<file path="config.mk">
export PLATFORM = sky130hd
export DESIGN_NAME = read_ptr_ctrl
export DESIGN_NICKNAME = d
export VERILOG_FILES = /design/src/rtl/fifo_pkg.sv /design/src/rtl/gray2bin.sv /design/src/rtl/read_ptr_ctrl.sv
export SDC_FILE = /design/constraint.sdc
export NUM_CORES = 1
export LEC_CHECK = 0
export ABC_AREA = 1
export ABC_CLOCK_PERIOD_IN_PS = 2600
export BUFFER_PORTS_ARGS = -buffer_cell sky130_fd_sc_hd__buf_2
export CORE_MARGIN = 10
export CORE_UTILIZATION = 40
export CTS_BUF_LIST = sky130_fd_sc_hd__clkbuf_8
export DETAILED_ROUTE_END_ITERATION = 10
export GPL_TIMING_DRIVEN = 0
export HOLD_SLACK_MARGIN = 0.12
export PLACE_DENSITY_LB_ADDON = 0.08
export SETUP_SLACK_MARGIN = 0.02
export SYNTH_ARGS = -nofsm -noshare
export SYNTH_HDL_FRONTEND = slang
export SYNTH_SLANG_ARGS = --single-unit
</file>
<file path="constraint.sdc">
create_clock -name rclk -period 2.6 [get_ports rclk]
set_input_delay 0.13 -clock rclk [delete_from_list [all_inputs] [get_ports rclk]]
set_output_delay 0.13 -clock rclk [all_outputs]
set_load 0.05 [all_outputs]
</file>
<file path="src/rtl/fifo_pkg.sv">
// Shared async-FIFO definitions: default pointer width, pointer type and the
// binary-to-Gray encoder used by both the read and write pointer controllers.
package fifo_pkg;

    localparam int PTR_WIDTH = 9;

    typedef logic [PTR_WIDTH:0] ptr_t;

    function automatic ptr_t bin2gray(input ptr_t bin);
        return bin ^ (bin >> 1);
    endfunction

endpackage

</file>
<file path="src/rtl/gray2bin.sv">
// Parameterized Gray-to-binary converter: each binary bit is the XOR of all
// Gray bits at or above its position.
module gray2bin #(
    parameter int W = 10
) (
    input  logic [W-1:0] gray_i,
    output logic [W-1:0] bin_o
);

    for (genvar i = 0; i < W; i++) begin : g_bit
        assign bin_o[i] = ^gray_i[W-1:i];
    end

endmodule

</file>
<file path="src/rtl/read_ptr_ctrl.sv">
// Read-domain pointer/empty controller for the async FIFO. Define RD_LEVEL_EN
// to compile in the conservative fill-level and almost-empty monitor.
module read_ptr_ctrl
    import fifo_pkg::*;
#(
    parameter int ptr_width = PTR_WIDTH,
    parameter int AE_THRESH = 4
) (
    input  logic               rclk,
    input  logic               r_rst_n,
    input  logic               r_en,
    input  logic [ptr_width:0] wptr_sync,
    output logic [ptr_width:0] raddr,
    output logic [ptr_width:0] rptr,
    output logic               empty,
    output logic               rvalid,
    output logic [ptr_width:0] rd_level,
    output logic               almost_empty
);

    localparam int PW = ptr_width + 1;

    logic [ptr_width:0] raddr_q, raddr_d;
    logic [ptr_width:0] rptr_q, rptr_d;
    logic               empty_q, empty_d;
    logic               rvalid_q, rvalid_d;
    logic               rd_accept;
    ptr_t               gray_full;

    always_comb begin
        rd_accept = r_en & ~empty_q;
        raddr_d   = raddr_q + PW'(rd_accept);
        gray_full = bin2gray(ptr_t'(raddr_d));
        rptr_d    = gray_full[ptr_width:0];
        // Full-width compare keeps the wrap bit, so full never looks empty.
        empty_d   = (rptr_d == wptr_sync);
        rvalid_d  = rd_accept;
    end

    always_ff @(posedge rclk or negedge r_rst_n) begin
        if (!r_rst_n) begin
            raddr_q  <= '0;
            rptr_q   <= '0;
            empty_q  <= 1'b1;
            rvalid_q <= 1'b0;
        end else begin
            raddr_q  <= raddr_d;
            rptr_q   <= rptr_d;
            empty_q  <= empty_d;
            rvalid_q <= rvalid_d;
        end
    end

    assign raddr  = raddr_q;
    assign rptr   = rptr_q;
    assign empty  = empty_q;
    assign rvalid = rvalid_q;

`ifdef RD_LEVEL_EN
    logic [ptr_width:0] wbin;
    logic [ptr_width:0] level_q, level_d;
    logic               ae_q, ae_d;

    gray2bin #(.W(PW)) u_gray2bin (
        .gray_i (wptr_sync),
        .bin_o  (wbin)
    );

    // Uses the lagging synchronized write pointer, so it can only under-report.
    always_comb begin
        level_d = wbin - raddr_d;
        ae_d    = (level_d <= PW'(AE_THRESH));
    end

    always_ff @(posedge rclk or negedge r_rst_n) begin
        if (!r_rst_n) begin
            level_q <= '0;
            ae_q    <= 1'b1;
        end else begin
            level_q <= level_d;
            ae_q    <= ae_d;
        end
    end

    assign rd_level     = level_q;
    assign almost_empty = ae_q;
`else
    assign rd_level     = '0;
    assign almost_empty = empty_q;
`endif

endmodule
</file>
# Yosys cells after proc, flatten, opt, wreduce, memory -nomap -nowiden

Cells that the tools add are included.

Output and inout bits: 33
Input bits: 13
Flip-flop bits (word level): 22
Logic and storage cells: 9

Bitwise logic cells: 3
Add/subtract/negate cells: 1
Eq/ne operators: 1

Operator list:

| kind                                           | number |
|---|---|
| 10-bit by 1-bit adder with 10-bit output       | 1 |
| 10-bit equality test                           | 1 |
| 10-bit by 9-bit bitwise XOR with 10-bit output | 1 |
| 1-bit AND                                      | 1 |
| 1-bit inverter                                 | 1 |

# Depth between registers and ports, before layout

Depth after elaboration: 5
Mapped depth: 16
Mapped depth without buffers: 16

# Least setup slack after synthesis

No wires, ideal clock.

Kind: register -> register
Start point: reg empty_q, in the netlist almost_empty
End point: reg empty_q, in the netlist almost_empty
Period minus slack after synthesis: 2.289 ns
Stages on the path, launching flop included: 14
Arrival: 2.222 ns
Setup time: 0.067 ns
Path slack: 0.311 ns
Path buffers: 0
Cell sequence: dfstp_2 > nor2_1 > ha_1 > ha_1 > or2_2 > nand2_1 > nand2_1 > nand2_1 > nand2_1 > nor2_1 > nand3_1 > nor2_1 > nand2_1 > nor2_1

Cells in the longest elaborated chain, start to end: 5

RTL lines:

| element                                        | RTL line            | RTL |
|---|---|---|
| from (decl)                                    | read_ptr_ctrl.sv:25 | `logic empty_q, empty_d;` |
| from (signal assigned)                         | read_ptr_ctrl.sv:49 | `empty_q <= empty_d;` |
| 1-bit inverter                                 | read_ptr_ctrl.sv:31 | `rd_accept = r_en & ~empty_q;` |
| 1-bit AND                                      | read_ptr_ctrl.sv:31 |  |
| net rd_accept                                  | read_ptr_ctrl.sv:27 | `logic rd_accept;` |
| 10-bit by 1-bit adder with 10-bit output       | read_ptr_ctrl.sv:32 | `raddr_d = raddr_q + PW'(rd_accept);` |
| net raddr_d[1]                                 | read_ptr_ctrl.sv:23 | `logic [ptr_width:0] raddr_q, raddr_d;` |
| 10-bit by 9-bit bitwise XOR with 10-bit output | fifo_pkg.sv:10      | `return bin ^ (bin >> 1);` |
| 10-bit equality test                           | read_ptr_ctrl.sv:36 | `empty_d = (rptr_d == wptr_sync);` |
| net empty_d                                    | read_ptr_ctrl.sv:25 |  |

The timed path passes the listed nets, and every way through them passes these cells.

# Final worst setup path

Start point: in r_en
End point: reg empty_q, in the netlist almost_empty

Cells in the longest elaborated chain, start to end: 4

RTL lines:

| element                                        | RTL line            | RTL |
|---|---|---|
| from (decl)                                    | read_ptr_ctrl.sv:11 | `input logic r_en,` |
| 1-bit AND                                      | read_ptr_ctrl.sv:31 |  |
| net rd_accept                                  | read_ptr_ctrl.sv:27 |  |
| 10-bit by 1-bit adder with 10-bit output       | read_ptr_ctrl.sv:32 |  |
| net raddr_d[1]                                 | read_ptr_ctrl.sv:23 |  |
| 10-bit by 9-bit bitwise XOR with 10-bit output | fifo_pkg.sv:10      |  |
| 10-bit equality test                           | read_ptr_ctrl.sv:36 |  |
| net empty_d                                    | read_ptr_ctrl.sv:25 |  |

The timed path passes the listed nets, and every way through them passes these cells.

==> metrics.md <==
| Metric | Value |
|---|---|
| Fill cell count | `between 300 and 400` |
| Total I/O pin count | `46` |
| Ordered list of cells on the worst path | `dlygate4sd3_1 -> buf_2 -> inv_1 -> nor2_1 -> ha_1 -> ha_2 -> or2_2 -> nand2_1 -> nand2_1 -> nand2_1 -> nand2_1 -> nor2_1 -> nand3_1 -> nor2_1 -> nand2_1 -> nor2_1` |
| Slowest CP cell | `dlygate4sd3_1` |
| CTS tree | `done` |
| Die H | `just under 80 µm` |
| Yosys top cell by area | `dfrtp_1` |
| Number of synthesized register bits | `21` |
| Syn Area/Cell | `6.95 µm²` |
| Mapped Cells | `194` |
| Iter 0 DRT Violations | `60` |
| Initial antenna violation count | `0` |
| Buf+Inv Stages, Crit Path | `3` |
| Final wirelength | `3.12 mm` |
| Slew Viols, Final | `0` |
| CP delay by family, top | `simple AND/OR/NAND/NOR gates` |
| Unrepaired setup endpoints after global routing | `false` |
| Worst Skew | `0.00764 ns` |
| H-Tree Depth | `1` |
| Period minus WS final | `about 2.3 ns` |
| Initial Util | `41.0%` |
| Synth top area cells | `dfrtp_1 (37%), nand2_1 (20%), nand3_1 (10%)` |
| Vias | `1275` |
| Synth Cell Area | `0.00135 mm²` |
| Most used flip-flop cell after synthesis | `dfrtp_1` |
| Max FO, Critical Path | `6` |
| Global route total overflow | `0` |
| Final Total Pwr | `roughly 0.0019 W` |
| Arrival @ worst endpoint | `2.49 ns` |
| Die width | `78.0 µm` |
| HPWL Detailed | `2.58 mm` |
| Clock transition at the registers of the reported paths | `0.07 ns` |
| Final setup fails | `0` |
| Vias/cell | `4.40` |
| Seq/Total Area, Yosys | `between 30% and 40%` |
| Worst stage delay on the critical path | `0.52 ns` |
| Hold Crit Class | `in -> reg` |
| Worst VDD drop | `slightly above 0.5 mV` |
| Number of different library cells in the post-synthesis netlist | `18` |
| Number of synthesized flops with an enable pin | `0` |
| Commonest non-fill, non-tap cell in the layout | `nand2_1` |
| Drt pass-1 iters | `4` |
| CTS max path bufs | `2` |
| # rows | `21` |
| Warnings, synthesis | `0` |
| Vias in the first global route | `1222` |
| Core Region | `0.00328 mm²` |
| Asr flop ratio synth | `100%` |
| Leakage | `about 0.99 nW` |
| Synth top area share | `37.1%` |
| ANT nets after route | `0` |
| Final setup TNS | `0 ns` |
| Multi-input gate area | `669 µm²` |
| # Post-CTS Setup Buffers | `0` |
| CTS Sinks | `21` |
| Period utilisation layout | `approximately nine tenths` |
| CP startpoint kind | `primary input` |
| Reg area | `527 µm²` |
| Commonest non-fill, non-tap cells in the layout | `nand2_1 (71), buf_2 (35), nand3_1 (27)` |
| Layout cells sized above 1 | `roughly 28%` |
| Critical Path RT | `between 2 and 3 ns` |
| Skew-Pair Late Insertion Delay | `0.26 ns` |
| Most frequent cell on the critical path | `nand2_1` |
| Port Buf Inserts | `35` |
| First-pass GRT wire length | `5.48 mm` |
| Final hold vios | `0` |
| Die area | `0.00609 mm²` |
| Largest net degree at the start of global routing | `22` |
| Layout area overhead | `24.8%` |
| Setup CP Type | `in -> reg` |
| Ant. Diodes | `0` |
| FMAX | `approximately 430 MHz` |
| Root Driver | `clkbuf_8` |
| Final Net Count | `260` |
| Total track usage | `10.5%` |
| CTS Buf Count | `3` |
| MaxCap Viol Count | `0` |
| Gp weighted congestion | `0.797` |
| Pwr/cell area | `1140 mW/mm²` |
| Remaining DRCs | `0` |
| Outcome | `finished, final reports clean` |
| CP endpoint kind | `flip-flop` |
| WL/cell | `approximately 11 µm` |
==> layer usage <==
metal  GRT usage, %  vias to the layer above  wire length [µm]
met5              0                        -                 0
met4           2.69                        0                13
met3           3.76                        2               265
met2           16.5                       44              1340
met1           13.5                      553              1500
li1               -                      676                 -
==> final cells by class <==
class,count,area share (%)
Buffer,12,5.36
Clock buffer,3,2.46
Clock inverter,1,0.223
Inverter,26,5.80
Multi-Input combinational cell,144,39.8
Sequential cell,21,31.3
Tap cell,46,3.42
Timing Repair Buffer,37,11.6
==> where the power goes <==
part / internal [W] / switching [W]
sequential: 0.000438 / 0.0000958
combinational: 0.000301 / 0.000871
clock: 0.000105 / 0.000103
==> worst register-to-register path: stages (launching register included) <==
cell,delay [ns]
dfstp_2,0.54
nor2_1,0.06
ha_1,0.25
ha_2,0.33
or2_2,0.31
nand2_1,0.08
nand2_1,0.05
nand2_1,0.06
nand2_1,0.05
nor2_1,0.08
nand3_1,0.08
nor2_1,0.11
nand2_1,0.05
nor2_1,0.10
==> what timing repair did <==
action | CTS | global route
hold endpoints to repair | 21 | 0
hold buffers | 2 | 0
setup endpoints to repair | 0 | 1
gates resized for setup | 0 | 1
==> cell families after synthesis <==
kind of cell             Yosys count  share of synthesized area, %
AND/OR/NAND/NOR                  130                          43.6
buffers and inverters             38                          13.9
flip-flops                        21                          39.1
AO/OA/AOI/OAI                      2                          1.21
adder cells (fa/ha/maj)            2                          1.86
other                              1                         0.278
==> state kept, by name, summed over array words and instances, names as in the netlist <==
name,count
raddr,10
rptr,9
almost_empty,1
rvalid,1
==> worst paths after layout <==
kind	from	end	slack (ns)	cells after the start
min in group asynchronous	r_rst_n	raddr[9]$_DFF_PN0_	0.37	2
max	r_en	almost_empty$_DFF_PN1_	0.30	16
max in group asynchronous	r_rst_n	almost_empty$_DFF_PN1_	1.88	2
min reg2reg	raddr[0]$_DFF_PN0_	raddr[0]$_DFF_PN0_	0.55	1
min	wptr_sync[8]	almost_empty$_DFF_PN1_	0.21	6
max reg2reg	almost_empty$_DFF_PN1_	almost_empty$_DFF_PN1_	0.40	13
==> cell usage after synthesis (2+ instances only) <==
cell	number
buf_4	12
nand3_2	2
dfrtp_1	20
nor2_1	13
ha_1	2
nand2_2	10
nand2_1	71
nand4_1	3
inv_1	25
nand3_1	27
nor2_4	2
==> through the flow <==
stage	utilization (%)	area [µm²]	worst slack (ns)	instances	hold WS, ns
finish	51.2	1680	0.300	290	0.209
global route	51.2	1680	0.0498	290	0.237
CTS	51.1	1680	0.283	290	0.198
detailed placement	49.1	1610	0.357	284	0.119
global placement	49.1	1610	0.353	284	0.123
floorplan	-	1380	0.311	203	-0.166
Note: power is estimated with default switching activity, not from simulation.
